==> config.mk <==
export PLATFORM = sky130hd
export DESIGN_NAME = mips32_mem_dump
export DESIGN_NICKNAME = d
export VERILOG_FILES = /design/src/rtl/mips32_mem_dump.sv
export SDC_FILE = /design/constraint.sdc
export NUM_CORES = 1
export LEC_CHECK = 0
export BUFFER_PORTS_ARGS = -buffer_cell sky130_fd_sc_hd__buf_4
export CAP_MARGIN = 25
export CORE_UTILIZATION = 30
export DETAILED_ROUTE_END_ITERATION = 10
export SLEW_MARGIN = 20
export SYNTH_ARGS = -nofsm -noshare
export SYNTH_HDL_FRONTEND = slang
export SYNTH_SLANG_ARGS = --single-unit
==> constraint.sdc <==
create_clock -name clk1 -period 3.45 [get_ports clk1]
set_input_delay 0.345 -clock clk1 [delete_from_list [all_inputs] [get_ports clk1]]
set_output_delay 0.345 -clock clk1 [all_outputs]
set_load 0.05 [all_outputs]
==> src/rtl/mips32_mem_dump.sv <==
// Debug dump engine for the MIPS32 data memory. Once the core reports HALTED, it reads a
// word range one word at a time and presents each word on a valid/ready output port.
module mips32_mem_dump #(
    parameter int ADDR_W = 10,
    parameter int DATA_W = 32
) (
    input  logic              clk1,
    input  logic              rst_n,
    input  logic              start,
    input  logic [ADDR_W-1:0] base_addr,
    input  logic [ADDR_W:0]   count,
    input  logic              halted,
    input  logic              abort,
    output logic              mem_rd_en,
    output logic [ADDR_W-1:0] mem_addr,
    input  logic [DATA_W-1:0] mem_rdata,
    output logic [DATA_W-1:0] dout,
    output logic [ADDR_W-1:0] dout_addr,
    output logic              dout_valid,
    input  logic              dout_ready,
    output logic              busy,
    output logic              done,
    output logic              err
);

    localparam logic [2:0] S_IDLE      = 3'd0;
    localparam logic [2:0] S_WAIT_HALT = 3'd1;
    localparam logic [2:0] S_ISSUE     = 3'd2;
    localparam logic [2:0] S_CAPTURE   = 3'd3;
    localparam logic [2:0] S_PRESENT   = 3'd4;
    localparam logic [2:0] S_DONE      = 3'd5;

    // Two extra bits so that base+count cannot wrap before it is compared with the memory size.
    localparam logic [ADDR_W+1:0] MEM_WORDS = {2'b01, {ADDR_W{1'b0}}};

    logic [2:0]        state;
    logic [ADDR_W-1:0] cur_addr;
    logic [ADDR_W:0]   remaining;
    logic [ADDR_W+1:0] span_end;

    assign span_end  = {2'b00, base_addr} + {1'b0, count};
    assign mem_rd_en = (state == S_ISSUE);
    assign mem_addr  = cur_addr;
    // busy is low in both the IDLE and the DONE state, so that it falls together with done.
    assign busy      = (state != S_IDLE) && (state != S_DONE);

    always_ff @(posedge clk1 or negedge rst_n) begin
        if (!rst_n) begin
            state      <= S_IDLE;
            cur_addr   <= '0;
            remaining  <= '0;
            dout       <= '0;
            dout_addr  <= '0;
            dout_valid <= 1'b0;
            done       <= 1'b0;
            err        <= 1'b0;
        end else begin
            done <= 1'b0;
            err  <= 1'b0;
            if (state == S_IDLE) begin
                if (start) begin
                    if (count == '0) begin
                        done <= 1'b1;
                    end else if (span_end > MEM_WORDS) begin
                        err <= 1'b1;
                    end else begin
                        cur_addr  <= base_addr;
                        remaining <= count;
                        state     <= S_WAIT_HALT;
                    end
                end
            end else if (abort) begin
                // Abort wins over a handshake in the same cycle, and no done pulse follows it.
                dout_valid <= 1'b0;
                state      <= S_IDLE;
            end else begin
                case (state)
                    S_WAIT_HALT: begin
                        if (halted) state <= S_ISSUE;
                    end
                    S_ISSUE: begin
                        state <= S_CAPTURE;
                    end
                    S_CAPTURE: begin
                        dout       <= mem_rdata;
                        dout_addr  <= cur_addr;
                        dout_valid <= 1'b1;
                        state      <= S_PRESENT;
                    end
                    S_PRESENT: begin
                        if (dout_ready) begin
                            dout_valid <= 1'b0;
                            if (remaining == {{ADDR_W{1'b0}}, 1'b1}) begin
                                done  <= 1'b1;
                                state <= S_DONE;
                            end else begin
                                remaining <= remaining - 1'b1;
                                cur_addr  <= cur_addr + 1'b1;
                                state     <= S_ISSUE;
                            end
                        end
                    end
                    default: begin
                        state <= S_IDLE;
                    end
                endcase
            end
        end
    end

endmodule
==> results of run 1 <==
kinds of logic after synthesis:
logic type	count (synthesis)
AND/OR/NAND/NOR	111
adder cells (fa/ha/maj)	14
flip-flops	69
XOR/XNOR	2
multiplexers	44
buffers and inverters	33
AO/OA/AOI/OAI	103
cell usage in the layout, fill, tap and decap left out, types with 5 or more instances in the layout:
cell,n
nor2_1,35
o2bb2ai_1,5
a31oi_1,5
nor2b_1,6
nand2_1,14
or3_1,6
a221o_1,5
dfrtp_1,69
ha_1,13
a21o_1,7
o21ai_0,17
a21oi_1,22
nand3_1,7
and3_1,7
buf_4,120
clkbuf_16,9
nor3_1,9
nor4_1,7
o32a_1,5
inv_1,13
o21a_1,6
mux2_2,42
critical path, cell delays in order:
cell	delay (ns)
buf_4	0.10
ha_1	0.19
inv_1	0.07
fa_1	0.42
xor2_1	0.17
o2111ai_1	0.13
nor4b_1	0.29
o221ai_1	0.22
o21ai_2	0.20
and4b_1	0.57
buf_4	0.30
o21ai_0	0.10
o2bb2ai_1	0.15
stage by stage:
step,cell area [sq um],cells,hold slack (ns),power [mW]
CTS,5177,663,0.1722,4.455
finish,5197,664,0.1365,4.397
global placement,4902,648,0.4923,3.510
floorplan,3880,376,0.04941,2.857
detailed placement,4902,648,0.4969,3.547
global route,5197,664,0.2186,4.659
worst max path at each step:
stage                 start  slack [ns]      endpoint
2_1_floorplan  base_addr[0]        0.67  remaining[3]
3_3_place_gp       count[0]        0.18   mem_addr[4]
3_5_place_dp       count[0]        0.09   mem_addr[4]
4_1_cts            count[0]        0.44   mem_addr[6]
5_1_grt        base_addr[0]        0.14   mem_addr[4]
6_report           count[0]        0.40   mem_addr[4]
sequential cells by signal, summed over array words and instances (netlist names):
| register | flops |
|---|---|
| err | 1 |
| remaining | 11 |
| mem_addr | 10 |
| done | 1 |
| state | 3 |
| dout_valid | 1 |
| dout_addr | 10 |
| dout | 32 |
metal layers:
metal  vias up  track usage  part of all wire
met5         -            0                 0
met4         0      0.05214             0.013
met3        11      0.04184             0.050
met2        98       0.2731              0.49
met1      1686       0.2064              0.44
li1       1630            -                 -
power by group:
group / total [mW] / leakage (nW) / switching, mW / internal (mW)
clock network: 0.873 / 0.134 / 0.318 / 0.555
logic: 2.15 / 1.46 / 1.39 / 0.761
registers: 1.37 / 0.869 / 0.270 / 1.10
total: 4.40 / 2.46 / 1.98 / 2.42
layout make-up:
type | instances | share of cell area
Clock buffer | 13 | 0.04622
Clock inverter | 2 | 0.006740
Inverter | 13 | 0.009389
Multi-Input combinational cell | 274 | 0.3869
Sequential cell | 69 | 0.3322
Tap cell | 172 | 0.04141
Timing Repair Buffer | 121 | 0.1772
==> results.yml, run 1 <==
run:
  cap_violations: 0
synthesis:
  synth_flop_cell: "dfrtp_1"
  synth.most_common_cell: "dfrtp_1"
  yosys.area_share.xor_xnor: 0.004515
  avgSynthCellArea_sq_um: 10.32
  yosysWarnings: 0
  synth_compound_area_frac: 0.1867
  synth_edf_count: 0
  yosysTopAreaCellShare: 0.4450
  synth_simple_gate_area_frac: 0.1522
  seq_area_frac_synth: 0.4450
  ys_top_cells_by_count: "dfrtp_1 (69), mux2_2 (42), nor2_1 (35)"
  ys_types: 62
  async_reset_ff_frac: 1.000
  synth_top_family_by_area: "compound AO/OA/AOI/OAI gates"
  synth_top_area_cell: "dfrtp_1"
  synth-seq-cells: 69
  syn_inst: 376
  synth.area.mux_share: 0.1274
  syn-cell-area_sq_mm: 0.003880
  synth_area_leaders: "dfrtp_1 (45%), mux2_2 (12%), ha_1 (4.2%), nor2_1 (3.4%), a21oi_1 (2.8%)"
  synth_nets: 449
  synth_fa_ha_area_frac: 0.04708
finish:
  regArea_sq_mm: 0.001727
  nFillCells: 1267
  syn_to_final_growth_pct: 33.96
  drive_above_1_share: 0.3740
  n_antenna_cell: 0
  multi_input_area_sq_mm: 0.002011
  nets: 561
  postLayoutCoreUtil: 0.4119
pwr:
  p_leak_nw: 2.462
  power_density_mw_per_mm2: 845.9
  ir_worst_vdd_mv: 0.5516
timing:
  min_period_over_period: 0.8849
  tns_ns: 0
  worstMarginPinSlew_ns: 0.8903
  final.setup_skew_ns: 0.004975
  fmax_ghz: 0.3276
  slew_violations: 0
  rsz0062_at_grt: "no"
  setup_viol: 0
  finalHoldViolCount: 0
  period_needed_ns: 3.053
  worst_slack_ns: 0.3973
  slew_headroom: 0.4064
cts:
  clk_latency_ns: 0.33
  cts_hold_buf: 0
  htree_levels: 3
  clock_path_buffers: 2
  ctsResizeCount: 0
  post_cts_buffers: 0
  clk_pin_slew_ns: 0.05
  cts.sinks: 69
  tritoncts.num_buffers: 9
  cts_root_buf: "clkbuf_16"
  cts_tree: "done"
critical_path:
  crit_path_max_fanout: 14
  r2r_end: "mem_addr[4]"
  critPathLaunchType: "input pin"
  critPathCaptureType: "register"
  r2r_cells: 7
  worst_ep_required_time_ns: 3.65
  r2r_setup_slack_ns: 1.21
  timing.rr.start: "state[0]"
  arrival_ns: 3.25
  crit_type: "input pin to register"
run_status:
  status: "finished, final reports clean"
floorplan:
  die_h_um: 115.7
  die_w_um: 115.7
  row_count: 41
  initial_utilization: 0.3075
  core_sq_mm: 0.01262
  ios: 116
  die_area_sq_mm: 0.01339
routing:
  drt-initial-drc-count: 203
  drc: 0
  wl_mm: 10.40
  viasPerCell: 5.158
  wl_per_cell_um: 15.67
  postRouteAntennaNets: 0
  dr.pass1.iters: 4
  dr_total_vias: 3425
global_routing:
  grt_use_total: 0.1632
  grt_pass1_wl_mm: 16.76
  grt_pass1_vias: 3260
  grt_max_degree: 70
  grt-ovfl-total: 0
  antenna_found_initial: 0
place:
  port_buffers: 115
  dp_hpwl_mm: 7.735
  dp_slack_ns: 0.08974
  gp_congestion: 0.8575
min_path:
  hp-class: "input pin to async pin"
Note: power is estimated with default switching activity, not from simulation.
==> run 2: changes to the inputs <==
--- a/config.mk
+++ b/config.mk
@@ -9,7 +9,8 @@
 export CAP_MARGIN = 25
 export CORE_UTILIZATION = 30
 export DETAILED_ROUTE_END_ITERATION = 10
-export SLEW_MARGIN = 20
+export PLACE_DENSITY = 0.61
+export SLEW_MARGIN = 10
 export SYNTH_ARGS = -nofsm -noshare
 export SYNTH_HDL_FRONTEND = slang
 export SYNTH_SLANG_ARGS = --single-unit
==> run 2 against run 1 <==
Net effect:
- clock skew is 0.0036 ns higher
- worst setup slack gained 0.25 ns
- via count down 0.96%
- combinational power barely moved
- critical endpoint unchanged
==> results.yml, run 2 (synthesis gave the netlist of run 1 again) <==
run:
  cap_violations: 0
cts:
  post_cts_buffers: 0
  cts.sinks: 69
  clock_path_buffers: 2
  cts_root_buf: "clkbuf_16"
  tritoncts.num_buffers: 9
  cts_tree: "done"
  cts_hold_buf: 0
  clk_pin_slew_ns: 0.06
  ctsResizeCount: 0
  htree_levels: 3
  clk_latency_ns: 0.33
floorplan:
  ios: 116
  initial_utilization: 0.3075
  die_w_um: 115.7
  die_area_sq_mm: 0.01339
  core_sq_mm: 0.01262
  die_h_um: 115.7
  row_count: 41
pwr:
  p_sw_mw: 2.010
  p_seq_frac: 0.306
  power_density_mw_per_mm2: 859.6
  ir_worst_vdd_mv: 0.5415
  p_leak_nw: 2.465
  clkPwrFrac: 0.212
  intPower_mw: 2.459
  p_comb_frac: 0.482
  p_sw_frac: 0.4498
routing:
  drt-initial-drc-count: 193
  drc: 0
  wl_per_cell_um: 16.05
  dr.pass1.iters: 4
  viasPerCell: 5.116
  dr_total_vias: 3392
  wl_mm: 10.64
  postRouteAntennaNets: 0
critical_path:
  arrival_ns: 3.02
  worst_ep_required_time_ns: 3.66
  critPathCaptureType: "register"
  crit_type: "input pin to register"
  critPathLaunchType: "input pin"
  r2r_cells: 3
  crit_path_max_fanout: 17
global_routing:
  antenna_found_initial: 0
  grt_pass1_vias: 3383
  grt_use_total: 0.1651
  grt_max_degree: 70
  grt_pass1_wl_mm: 17.09
  grt-ovfl-total: 0
place:
  gp_congestion: 0.8541
  dp_hpwl_mm: 7.903
  port_buffers: 115
timing:
  worstMarginPinSlew_ns: 0.9953
  min_period_over_period: 0.8124
  tns_ns: 0
  rsz0062_at_grt: "no"
  final.setup_skew_ns: 0.008618
  slew_headroom: 0.3365
  slew_violations: 0
  fmax_ghz: 0.3568
  period_needed_ns: 2.803
  finalHoldViolCount: 0
  setup_viol: 0
finish:
  drive_above_1_share: 0.3768
  n_antenna_cell: 0
  layout_commonest_cell: "buf_4"
  postLayoutCoreUtil: 0.4120
  layout_common_cells: "buf_4 (119), dfrtp_1 (69), mux2_2 (42)"
  top_register: "dout"
  largestRegisters: "dout x32, remaining x11"
  nets: 559
  multi_input_area_sq_mm: 0.002011
  largest_reg_flops: 32
  regArea_sq_mm: 0.001727
  nFillCells: 1264
  syn_to_final_growth_pct: 33.99
min_path:
  hp-class: "input pin to async pin"
run_status:
  status: "finished, final reports clean"
==> run 2: cell types whose count changed in the layout (fill, tap and decap cells not counted) <==
| cell | previous run | this run |
|---|---|---|
| clkbuf_8 | 0 | 2 |
| buf_12 | 1 | 0 |
| buf_4 | 120 | 119 |
| clkbuf_1 | 4 | 2 |
| clkinv_4 | 0 | 1 |
==> run 2: cell type report <==
class | instances | share of cell area
clock inverter | 3 | 0.008424
inverter | 13 | 0.009386
clock buffer | 13 | 0.05006
timing repair buffer | 119 | 0.1718
sequential | 69 | 0.3321
multi-input combinational | 274 | 0.3868
tap | 172 | 0.04140
==> run 2: power groups by stage <==
stage / clock network, mW / registers, mW / logic (mW)
6_report: 0.945 / 1.37 / 2.15
3_5_place_dp: 0 / 1.39 / 2.17
5_1_grt: 1.00 / 1.42 / 2.31
2_1_floorplan: 0 / 2.10 / 0.761
4_1_cts: 0.970 / 1.37 / 2.17
3_3_place_gp: 0 / 1.37 / 2.14
==> run 2: final timing paths <==
path	startpoint	endpoint	slack, ns
max in group asynchronous	rst_n	dout[0]	2.73
worst max-delay path	base_addr[0]	mem_addr[4]	0.65
min in group clk1	mem_rdata[27]	dout[27]	0.24
worst max register to register	state[1]	dout[14]	1.16
worst min register to register	dout[5]	dout[5]	0.50
worst min-delay path	rst_n	state[2]	0.12
==> run 2: worst max-delay path: stages <==
cell,delay [ns]
buf_4,0.09
ha_1,0.19
inv_1,0.07
fa_1,0.42
xor2_1,0.17
o2111ai_1,0.13
nor4b_1,0.29
o221ai_1,0.21
o21ai_2,0.20
and4b_1,0.37
buf_4,0.27
o21ai_0,0.11
o2bb2ai_1,0.15
==> run 2: metrics by stage <==
stage / std cells / hold WS (ns) / worst slack, ns / total power, mW / cell area (sq um)
2_1_floorplan: 376 / 0.04941 / 0.6719 / 2.857 / 3880
3_3_place_gp: 647 / 0.4901 / 0.3684 / 3.508 / 4895
3_5_place_dp: 647 / 0.4961 / 0.3242 / 3.552 / 4895
4_1_cts: 663 / 0.1912 / 0.6837 / 4.515 / 5199
5_1_grt: 663 / 0.2315 / 0.3696 / 4.730 / 5199
6_report: 663 / 0.1211 / 0.6472 / 4.469 / 5199
==> run 2: per-layer routing <==
metal	share of wire	global-route usage	wire, um	up-vias
met5	0	0	0	-
met4	0.013	0.05043	136	0
met3	0.046	0.04341	488	13
met2	0.50	0.2826	5336	89
met1	0.44	0.2035	4678	1663
li1	-	-	-	1627
